--- config.mk ---
export PLATFORM = sky130hd
export DESIGN_NAME = inst_fetch
export DESIGN_NICKNAME = d
export VERILOG_FILES = /design/src/rtl/inst_fetch.sv
export SDC_FILE = /design/constraint.sdc
export NUM_CORES = 1
export LEC_CHECK = 0
export CAP_MARGIN = 20
export CORE_MARGIN = 2
export CORE_UTILIZATION = 47
export DETAILED_ROUTE_END_ITERATION = 16
export PLACE_DENSITY = 0.79
export SYNTH_ARGS = -nofsm -noshare
export SYNTH_HDL_FRONTEND = slang
export SYNTH_SLANG_ARGS = --single-unit
--- constraint.sdc ---
create_clock -name clk -period 2.55 [get_ports clk]
set_input_delay 0.6375 -clock clk [delete_from_list [all_inputs] [get_ports clk]]
set_output_delay 0.6375 -clock clk [all_outputs]
set_load 0.02 [all_outputs]
--- src/rtl/inst_fetch.sv ---
// -----------------------------------------------------------------------------
// inst_fetch
//
// Instruction fetch stage between the PC register and the IF/ID register.
// Accepts a fetch address, issues a single-outstanding read to instruction
// memory, and returns the instruction with its PC to decode. Requests a PC
// stall while busy, discards wrong-path data on a redirect, and parks one
// memory response in a skid buffer while decode is stalled, because memory
// responses cannot be back-pressured.
//
// Ports:
//   clk           clock, all state updates on the rising edge
//   rst           synchronous reset, active low
//   pc_i          fetch address from the PC register
//   pc_valid_i    pc_i holds a new address to fetch
//   redirect_i    branch taken; flush in-flight and buffered fetches
//   stall_i       decode stalled; hold inst_* outputs
//   mem_req_o     read request to instruction memory
//   mem_addr_o    read address (meaningful while mem_req_o=1)
//   mem_gnt_i     request accepted this cycle
//   mem_rvalid_i  read data valid (one per grant, earliest cycle after gnt)
//   mem_rdata_i   read data
//   inst_o        fetched instruction
//   inst_pc_o     PC of inst_o
//   inst_valid_o  inst_o / inst_pc_o valid
//   stall_req_o   PC must hold; fetch unit busy
// -----------------------------------------------------------------------------
module inst_fetch #(
    parameter int ADDR_W = 32,
    parameter int DATA_W = 32
) (
    input  logic              clk,
    input  logic              rst,
    input  logic [ADDR_W-1:0] pc_i,
    input  logic              pc_valid_i,
    input  logic              redirect_i,
    input  logic              stall_i,
    output logic              mem_req_o,
    output logic [ADDR_W-1:0] mem_addr_o,
    input  logic              mem_gnt_i,
    input  logic              mem_rvalid_i,
    input  logic [DATA_W-1:0] mem_rdata_i,
    output logic [DATA_W-1:0] inst_o,
    output logic [ADDR_W-1:0] inst_pc_o,
    output logic              inst_valid_o,
    output logic              stall_req_o
);

    typedef enum logic [2:0] {
        ST_IDLE = 3'd0,
        ST_REQ  = 3'd1,
        ST_WAIT = 3'd2,
        ST_HOLD = 3'd3,
        ST_DROP = 3'd4
    } state_t;

    state_t              state_r;
    state_t              state_nxt_s;

    logic [ADDR_W-1:0]   addr_r;
    logic [DATA_W-1:0]   skid_data_r;
    logic [ADDR_W-1:0]   skid_pc_r;
    logic [DATA_W-1:0]   inst_r;
    logic [ADDR_W-1:0]   inst_pc_r;
    logic                inst_valid_r;
    logic                mem_req_r;
    logic                stall_req_r;

    logic                accept_s;      // capture pc_i into addr_r
    logic                load_mem_s;    // memory data straight to output register
    logic                fill_skid_s;   // memory data parked in skid buffer
    logic                load_skid_s;   // skid buffer moves to output register
    logic                clear_skid_s;  // skid buffer emptied

    // Next-state and datapath control decode
    always_comb begin
        state_nxt_s  = state_r;
        accept_s     = 1'b0;
        load_mem_s   = 1'b0;
        fill_skid_s  = 1'b0;
        load_skid_s  = 1'b0;
        clear_skid_s = 1'b0;
        case (state_r)
            ST_IDLE: begin
                // A redirect in the same cycle makes pc_i a wrong-path address.
                if (redirect_i) begin
                    state_nxt_s = ST_IDLE;
                end else if (pc_valid_i) begin
                    accept_s    = 1'b1;
                    state_nxt_s = ST_REQ;
                end else begin
                    state_nxt_s = ST_IDLE;
                end
            end
            ST_REQ: begin
                // A grant on the redirect cycle still owes us one response.
                if (redirect_i) begin
                    state_nxt_s = mem_gnt_i ? ST_DROP : ST_IDLE;
                end else if (mem_gnt_i) begin
                    state_nxt_s = ST_WAIT;
                end else begin
                    state_nxt_s = ST_REQ;
                end
            end
            ST_WAIT: begin
                if (redirect_i) begin
                    state_nxt_s = mem_rvalid_i ? ST_IDLE : ST_DROP;
                end else if (mem_rvalid_i) begin
                    // Output register is free if empty or consumed this cycle.
                    if (!inst_valid_r || !stall_i) begin
                        load_mem_s  = 1'b1;
                        state_nxt_s = ST_IDLE;
                    end else begin
                        fill_skid_s = 1'b1;
                        state_nxt_s = ST_HOLD;
                    end
                end else begin
                    state_nxt_s = ST_WAIT;
                end
            end
            ST_HOLD: begin
                if (redirect_i) begin
                    clear_skid_s = 1'b1;
                    state_nxt_s  = ST_IDLE;
                end else if (!stall_i) begin
                    load_skid_s  = 1'b1;
                    clear_skid_s = 1'b1;
                    state_nxt_s  = ST_IDLE;
                end else begin
                    state_nxt_s = ST_HOLD;
                end
            end
            ST_DROP: begin
                // The single outstanding response ends the drop whether or not
                // another redirect arrives with it; a redirect alone stays here.
                if (mem_rvalid_i) begin
                    state_nxt_s = ST_IDLE;
                end else begin
                    state_nxt_s = ST_DROP;
                end
            end
            default: begin
                state_nxt_s = ST_IDLE;
            end
        endcase
    end

    // State register plus registered request/stall flags decoded from next state
    always_ff @(posedge clk) begin
        if (!rst) begin
            state_r     <= ST_IDLE;
            mem_req_r   <= 1'b0;
            stall_req_r <= 1'b0;
        end else begin
            state_r     <= state_nxt_s;
            mem_req_r   <= (state_nxt_s == ST_REQ);
            stall_req_r <= (state_nxt_s != ST_IDLE);
        end
    end

    // Fetch address register, held stable for the whole request
    always_ff @(posedge clk) begin
        if (!rst) begin
            addr_r <= {ADDR_W{1'b0}};
        end else if (accept_s) begin
            addr_r <= pc_i;
        end else begin
            addr_r <= addr_r;
        end
    end

    // One-entry skid buffer for responses arriving while decode is stalled
    always_ff @(posedge clk) begin
        if (!rst) begin
            skid_data_r <= {DATA_W{1'b0}};
            skid_pc_r   <= {ADDR_W{1'b0}};
        end else if (fill_skid_s) begin
            skid_data_r <= mem_rdata_i;
            skid_pc_r   <= addr_r;
        end else if (clear_skid_s) begin
            skid_data_r <= {DATA_W{1'b0}};
            skid_pc_r   <= {ADDR_W{1'b0}};
        end else begin
            skid_data_r <= skid_data_r;
            skid_pc_r   <= skid_pc_r;
        end
    end

    // Output register toward decode
    always_ff @(posedge clk) begin
        if (!rst) begin
            inst_r       <= {DATA_W{1'b0}};
            inst_pc_r    <= {ADDR_W{1'b0}};
            inst_valid_r <= 1'b0;
        end else if (redirect_i) begin
            inst_valid_r <= 1'b0;
        end else if (load_mem_s) begin
            inst_r       <= mem_rdata_i;
            inst_pc_r    <= addr_r;
            inst_valid_r <= 1'b1;
        end else if (load_skid_s) begin
            inst_r       <= skid_data_r;
            inst_pc_r    <= skid_pc_r;
            inst_valid_r <= 1'b1;
        end else if (!stall_i) begin
            // Decode consumed the instruction and nothing new replaces it.
            inst_valid_r <= 1'b0;
        end else begin
            inst_valid_r <= inst_valid_r;
        end
    end

    assign mem_req_o    = mem_req_r;
    assign mem_addr_o   = addr_r;
    assign stall_req_o  = stall_req_r;
    assign inst_o       = inst_r;
    assign inst_pc_o    = inst_pc_r;
    assign inst_valid_o = inst_valid_r;

endmodule

==> impl_results.md, run 1 <==
* DRC at 0
* Core area at 0.0126 sq mm
* Tcrit/Tclk final at 0.830
* Met3 Use GR at 0.0680
* Hold Fails Final Rpt at 0
* Critical path type: reg2out
* Clock Latency Late Sink at 0.42 ns
* CTS Buf Count at 17
* Post-synthesis cell type count at 35
* Initial Util at 0.478
* Die Y at 117 um
* Num ports at 170
* Antenna-violating nets left at 0
* DR WL/cell at 17.6 um
* VDD IR-drop max at 484 uV
* Port buffer count at 169
* GP Congestion at 0.861
* Layout cells sized above 1 at 0.0735
* Hold slack at 0.463 ns
* Total power at 0.00562 W
* Largest net degree at the start of global routing at 65
* Status: finished, final reports clean
* DR iter-0 viols at 512
* Count of state elements after synthesis at 166
* Layout overhead on the synthesized area at 41.0%
* Leak Pwr at 2.89 nW
* Initial antenna violation count at 0
* CTS tree: built
* Total track usage at 0.249
* First-pass GRT wire length at 26600 um
* Die area at 0.0137 sq mm
* Synthesized area per cell at 9.76 sq um
* Tmin final at 2.12 ns
* Crit Path Max Fanout at 4
* Cells after synthesis at 616
* Post-DP HPWL at 10600 um
* Mapped Area at 0.00601 sq mm
* Total grt overflow at 0
* Post-synth ARST share at 0
* Vias in the first global route at 5360
* Post-CTS Resized at 0
* # setup viols final at 0
* Core Rows at 41
* Post-Route WL at 16700 um
* Top Usage Layer GRT: met2
* Clk pin slew, worst setup/hold paths at 0.06 ns
* Register area at 0.00332 sq mm
* Drt via density at 5.80
* Crit path max-delay family: buffers and inverters
* Clock sink count at 166
* Power per cell area at 663 mW/mm^2
* Syn nets at 687
* Slew Limit Fails at 0
* TNS Setup at 0 ns
* Met1 Usage GRT at 0.315
* ANT cells at 0
* Clk_skew at 0.00481 ns
* Post-CTS Setup Inserts at 0
* CTS Hold Bufs at 0
* Worst Hold Class: reg2reg
* H-tree depth at 4
* Max-slew headroom at 0.605
* Root Driver: clkbuf_16
* CP bufs+invs at 1
* Chip width at 117 um
* CP cell instances: clkdlybuf4s50_1
* Slowest stage cell, crit path: clkdlybuf4s50_1
* WP data required at 1.91 ns
* RSZ-0062 raised after global routing: false
* Sequential share of the synthesized area at 0.553
* M2 GR Usage at 0.403
* YS warnings at 0
* Worst endpoint data arrival time at 1.48 ns
* Fillers at 979
* Worst-Margin Slew at 0.593 ns
* Multi-input gate area at 0.00239 sq mm
* CP endpoint kind: output port
* Worst setup SP type: flip-flop
* Worst path max stage delay at 0.64 ns
* Fmax at 473 MHz
* MaxCap Viol Count at 0
* Vias at 5492
* First-pass detailed-route iteration total at 5
* Nets@finish at 834
* Top_reg_cell synth: dfxtp_1
* Number of synthesized flops with an enable pin at 0
* Largest buffer count on any clock path at 2
-- final cells by class --
cell class | instances | area share
sequential | 166 | 0.392
multi-input combinational | 388 | 0.281
timing repair buffer | 187 | 0.229
clock buffer | 21 | 0.0531
tap | 172 | 0.0254
clock inverter | 10 | 0.0181
inverter | 3 | 0.00133
-- logic make-up after synthesis --
logic type      synth area share
compound gates             0.268
flops                      0.553
simple gates               0.121
mux                      0.00354
buf+inv                   0.0547
-- final timing paths --
path	startpoint	endpoint	slack [ns]	cells after the start
hold / removal	inst_pc_o[1]$_SDFFE_PN0P_	inst_pc_o[1]$_SDFFE_PN0P_	0.46	2
hold reg to reg	inst_pc_o[1]$_SDFFE_PN0P_	inst_pc_o[1]$_SDFFE_PN0P_	0.46	2
setup reg to reg	state_r[0]$_SDFF_PN0_	inst_o[15]$_SDFFE_PN0P_	0.57	5
setup / recovery	mem_addr_o[1]$_SDFFE_PN0N_	mem_addr_o[1]	0.43	1
-- state kept, by name, indices dropped and copies added (netlist names) --
signal        count
skid_data_r      32
skid_pc_r        32
inst_o           32
inst_valid_o      1
mem_addr_o       32
inst_pc_o        32
state_r           3
stall_req_o       1
mem_req_o         1
-- metal layers --
layer	part of all wire	up-vias	wire, um
li1	-	2572	-
met1	0.41	2643	6890
met2	0.49	250	8100
met3	0.082	27	1370
met4	0.018	0	301
met5	0	-	0
-- power breakdown --
| group | switching (W) | internal [W] |
|---|---|---|
| clock network | 0.000965 | 0.00165 |
| registers | 0.0000333 | 0.00262 |
| logic | 0.000170 | 0.000181 |
-- cell usage in the layout (no fill, tap or decap), types with 2 or more instances in the layout --
master	n
a21oi_1	97
nor4bb_1	3
dfxtp_1	166
buf_12	9
nand2_1	67
a22oi_1	64
clkinv_2	5
bufinv_16	4
buf_4	9
clkdlybuf4s50_1	169
nand3_1	65
a22o_1	65
nor2_1	4
a211oi_1	2
inv_1	2
clkbuf_1	3
clkbuf_16	17
-- synthesized netlist by cell type, types with 2 or more instances --
master | n | area, sq um
buf_4 | 6 | 45.0
a21oi_1 | 97 | 485
clkbuf_1 | 25 | 93.8
buf_6 | 7 | 78.8
dfxtp_1 | 166 | 3320
and3_1 | 2 | 12.5
a22oi_1 | 64 | 480
nor4bb_1 | 3 | 30.0
buf_1 | 4 | 15.0
nand3_1 | 66 | 330
a22o_1 | 65 | 569
nor2_1 | 4 | 15.0
inv_1 | 2 | 7.51
nand2_1 | 67 | 251
a211oi_1 | 2 | 15.0
buf_2 | 17 | 85.1
-- per-stage QoR --
step	util	worst slack [ns]	cell area, sq um	instances
finish	0.675	0.434	8480	947
global route	0.675	0.365	8480	947
CTS	0.675	0.420	8480	947
detailed placement	0.627	0.0312	7880	916
global placement	0.627	0.0787	7880	916
floorplan	-	0.575	6010	616
Power figures use the tool's default switching activity.
==> inputs of run 2 (changes only) <==
--- a/config.mk
+++ b/config.mk
@@ -7,9 +7,9 @@
 export LEC_CHECK = 0
 export CAP_MARGIN = 20
 export CORE_MARGIN = 2
-export CORE_UTILIZATION = 47
+export CORE_UTILIZATION = 43
 export DETAILED_ROUTE_END_ITERATION = 16
-export PLACE_DENSITY = 0.79
+export PLACE_DENSITY = 0.76
 export SYNTH_ARGS = -nofsm -noshare
 export SYNTH_HDL_FRONTEND = slang
 export SYNTH_SLANG_ARGS = --single-unit
==> constraint.sdc (replaced) <==
create_clock -name clk -period 1.9 [get_ports clk]
set_input_delay 0.475 -clock clk [delete_from_list [all_inputs] [get_ports clk]]
set_output_delay 0.475 -clock clk [all_outputs]
set_load 0.02 [all_outputs]
==> impl_results.md, run 2 (synthesized netlist as in run 1, its figures left out) <==
* Worst Hold Class: reg2reg
* Fmax at 538 MHz
* Worst setup SP type: flip-flop
* Slowest stage cell, crit path: clkdlybuf4s50_1
* Clk pin slew, worst setup/hold paths at 0.06 ns (about the same)
* Tcrit/Tclk final at 0.979
* First-pass GRT wire length at 27000 um (+1.7%)
* Core area at 0.0138 sq mm (+9.6%)
* Worst setup path start: inst_o[24]$_SDFFE_PN0P_
* CTS tree: built
* Placed cell areas at 0.00806 sq mm (+2.4%)
* Chip width at 122 um (+4.4%)
* Power per cell area at 846 mW/mm^2 (+28%)
* Total track usage at 0.233 (-0.0158)
* Post-Route WL at 17400 um (+4.7%)
* RSZ-0062 raised after global routing: false
* Initial Util at 0.437 (-0.0419)
* Crit path capture: inst_o[24]
* Clock Latency Late Sink at 0.42 ns (about the same)
* Slew Limit Fails at 0 (unchanged)
* Max-slew headroom at 0.633 (+0.0283)
* GP Congestion at 0.880 (+2.2%)
* CP Depth at 1 (unchanged)
* Root Driver: clkbuf_16
* H-tree depth at 4 (unchanged)
* WP data required at 1.42 ns (-0.49 ns)
* DR iter-0 viols at 572 (+12%)
* Hold Fails Final Rpt at 0 (unchanged)
* Drt via density at 5.78 (-0.38%)
* Initial antenna violation count at 0 (unchanged)
* R2r endpoint: inst_pc_o[17]$_SDFFE_PN0P_
* Most common cell after layout, fill and taps aside: dfxtp_1
* MaxCap Viol Count at 0 (unchanged)
* Setup ws final at 0.0400 ns (-0.394 ns)
* Critical path type: reg2out
* Most frequent cells in the layout: dfxtp_1, clkdlybuf4s50_1, a21oi_1
* Tmin final at 1.86 ns
* Num ports at 170 (unchanged)
* VDD IR-drop max at 589 uV (+22%)
* Largest buffer count on any clock path at 2 (unchanged)
* Antenna-violating nets left at 0 (unchanged)
* R2R Setup Slk at 0.13 ns (-0.44 ns)
* Status: finished, final reports clean
* Dpl ws at -0.415 ns (-0.446 ns)
* # setup viols final at 0 (unchanged)
* Port buffer count at 169 (unchanged)
* Worst endpoint data arrival time at 1.38 ns (-0.10 ns)
* Total grt overflow at 0 (unchanged)
* ANT cells at 0 (unchanged)
* Layout cells sized above 1 at 0.0948 (+0.0213)
* CP endpoint kind: output port
* Crit path max-delay family: buffers and inverters
* Worst path max stage delay at 0.62 ns (-0.02 ns)
* CP cell instances: clkdlybuf4s50_1
* Vias at 5610 (+2.1%)
* Reg2reg path depth at 5 (unchanged)
* Clock sink count at 166 (unchanged)
* Die Y at 122 um (+4.4%)
* Largest net degree at the start of global routing at 71 (+9.2%)
* Crit Path Max Fanout at 2 (-2)
* DR WL/cell at 18.0 um (+2.2%)
* DRC at 0 (unchanged)
* CP bufs+invs at 1 (unchanged)
* Clk_skew at 0.00742 ns (+0.00261 ns)
* Final Cell Area at 0.00862 sq mm (+1.7%)
* Worst-Margin Slew at 0.544 ns (-0.0482 ns)
* First-pass detailed-route iteration total at 5 (unchanged)
* Vias in the first global route at 5343 (-0.32%)
* Die area at 0.0149 sq mm (+9.0%)
* Post-DP HPWL at 11200 um (+5.1%)
* Total power at 0.00729 W (+30%)
* Layout overhead on the synthesized area at 43.4%
* Reg2reg start: state_r[1]$_SDFF_PN0_
* Nets@finish at 851 (+2.0%)
* Core Rows at 43 (+4.9%)
* Fin util at 0.626 (-0.0487)
* Leak Pwr at 3.41 nW (+18%)
* CTS Buf Count at 17 (unchanged)
run 2: changes by cell type in the layout (fill, tap and decap cells not counted), sizes merged:
cell	change
dlymetal6s2s	+15
inv	+3
bufinv	-3
buf	+17
clkinv	-3
dlygate4sd2	+37
clkdlybuf4s50	-52
clkinvlp	+2
run 2: how the worst min path moves through the flow:
stage / start / end / slack, ns / cells after the start
global placement: inst_o[5]$_SDFFE_PN0P_ / inst_o[5]$_SDFFE_PN0P_ / 0.45 / 2
finish: inst_pc_o[1]$_SDFFE_PN0P_ / inst_pc_o[1]$_SDFFE_PN0P_ / 0.46 / 2
floorplan: skid_data_r[0]$_SDFFE_PN0P_ / skid_data_r[0]$_SDFFE_PN0P_ / 0.44 / 1
global route: skid_pc_r[2]$_SDFFE_PN0P_ / skid_pc_r[2]$_SDFFE_PN0P_ / 0.48 / 1
detailed placement: skid_data_r[15]$_SDFFE_PN0P_ / skid_data_r[15]$_SDFFE_PN0P_ / 0.45 / 1
CTS: inst_pc_o[1]$_SDFFE_PN0P_ / inst_pc_o[1]$_SDFFE_PN0P_ / 0.47 / 2
run 2: through the flow:
stage / std cells / setup TNS [ns] / hold slack [ns]
2_1_floorplan: 616 / 0 / 0.443
3_3_place_gp: 941 / -46.49 / 0.453
3_5_place_dp: 941 / -54.59 / 0.455
4_1_cts: 971 / 0 / 0.467
5_1_grt: 971 / 0 / 0.483
6_report: 971 / 0 / 0.463
run 2: layer usage:
| layer | GRT usage | share of wire | vias to the layer above | routed length, um |
|---|---|---|---|---|
| li1 | - | - | 2604 | - |
| met1 | 0.286 | 0.41 | 2712 | 7190 |
| met2 | 0.375 | 0.48 | 265 | 8340 |
| met3 | 0.0739 | 0.090 | 29 | 1580 |
| met4 | 0.101 | 0.019 | 0 | 338 |
| met5 | 0 | 0 | - | 0 |
run 2: power by group:
part / total [W] / switching (W) / internal [W] / leakage [nW]
Combinational: 0.000481 / 0.000238 / 0.000243 / 1.80
Sequential: 0.00356 / 0.0000415 / 0.00352 / 1.34
Clock: 0.00325 / 0.00138 / 0.00187 / 0.267
Total: 0.00729 / 0.00166 / 0.00564 / 3.41
run 2: timing repair:
item | 4_1_cts | 5_1_grt
hold buffers | 0 | 0
endpoints found under the hold margin | 0 | 0
buffers inserted | 0 | 0
pin swaps | 0 | 1
gates cloned | 0 | 0
gates resized for setup | 37 | 19
setup endpoints to repair | 37 | 68
run 2: worst register-to-register path, cell delays in order (launching register included):
cell and delay (ns):
dfxtp_1 0.44, nand2_1 0.09, or4_2 0.65, buf_12 0.23, nand3_1 0.15, a21oi_1 0.09
run 2: final cells by class:
cell class	instances	area [sq um]
Fill cell	1151	5150
Tap cell	180	225
Inverter	3	12.5
Clock inverter	9	93.8
Sequential cell	166	3320
Clock buffer	21	460
Multi-Input combinational cell	388	2390
Timing Repair Buffer	204	2120
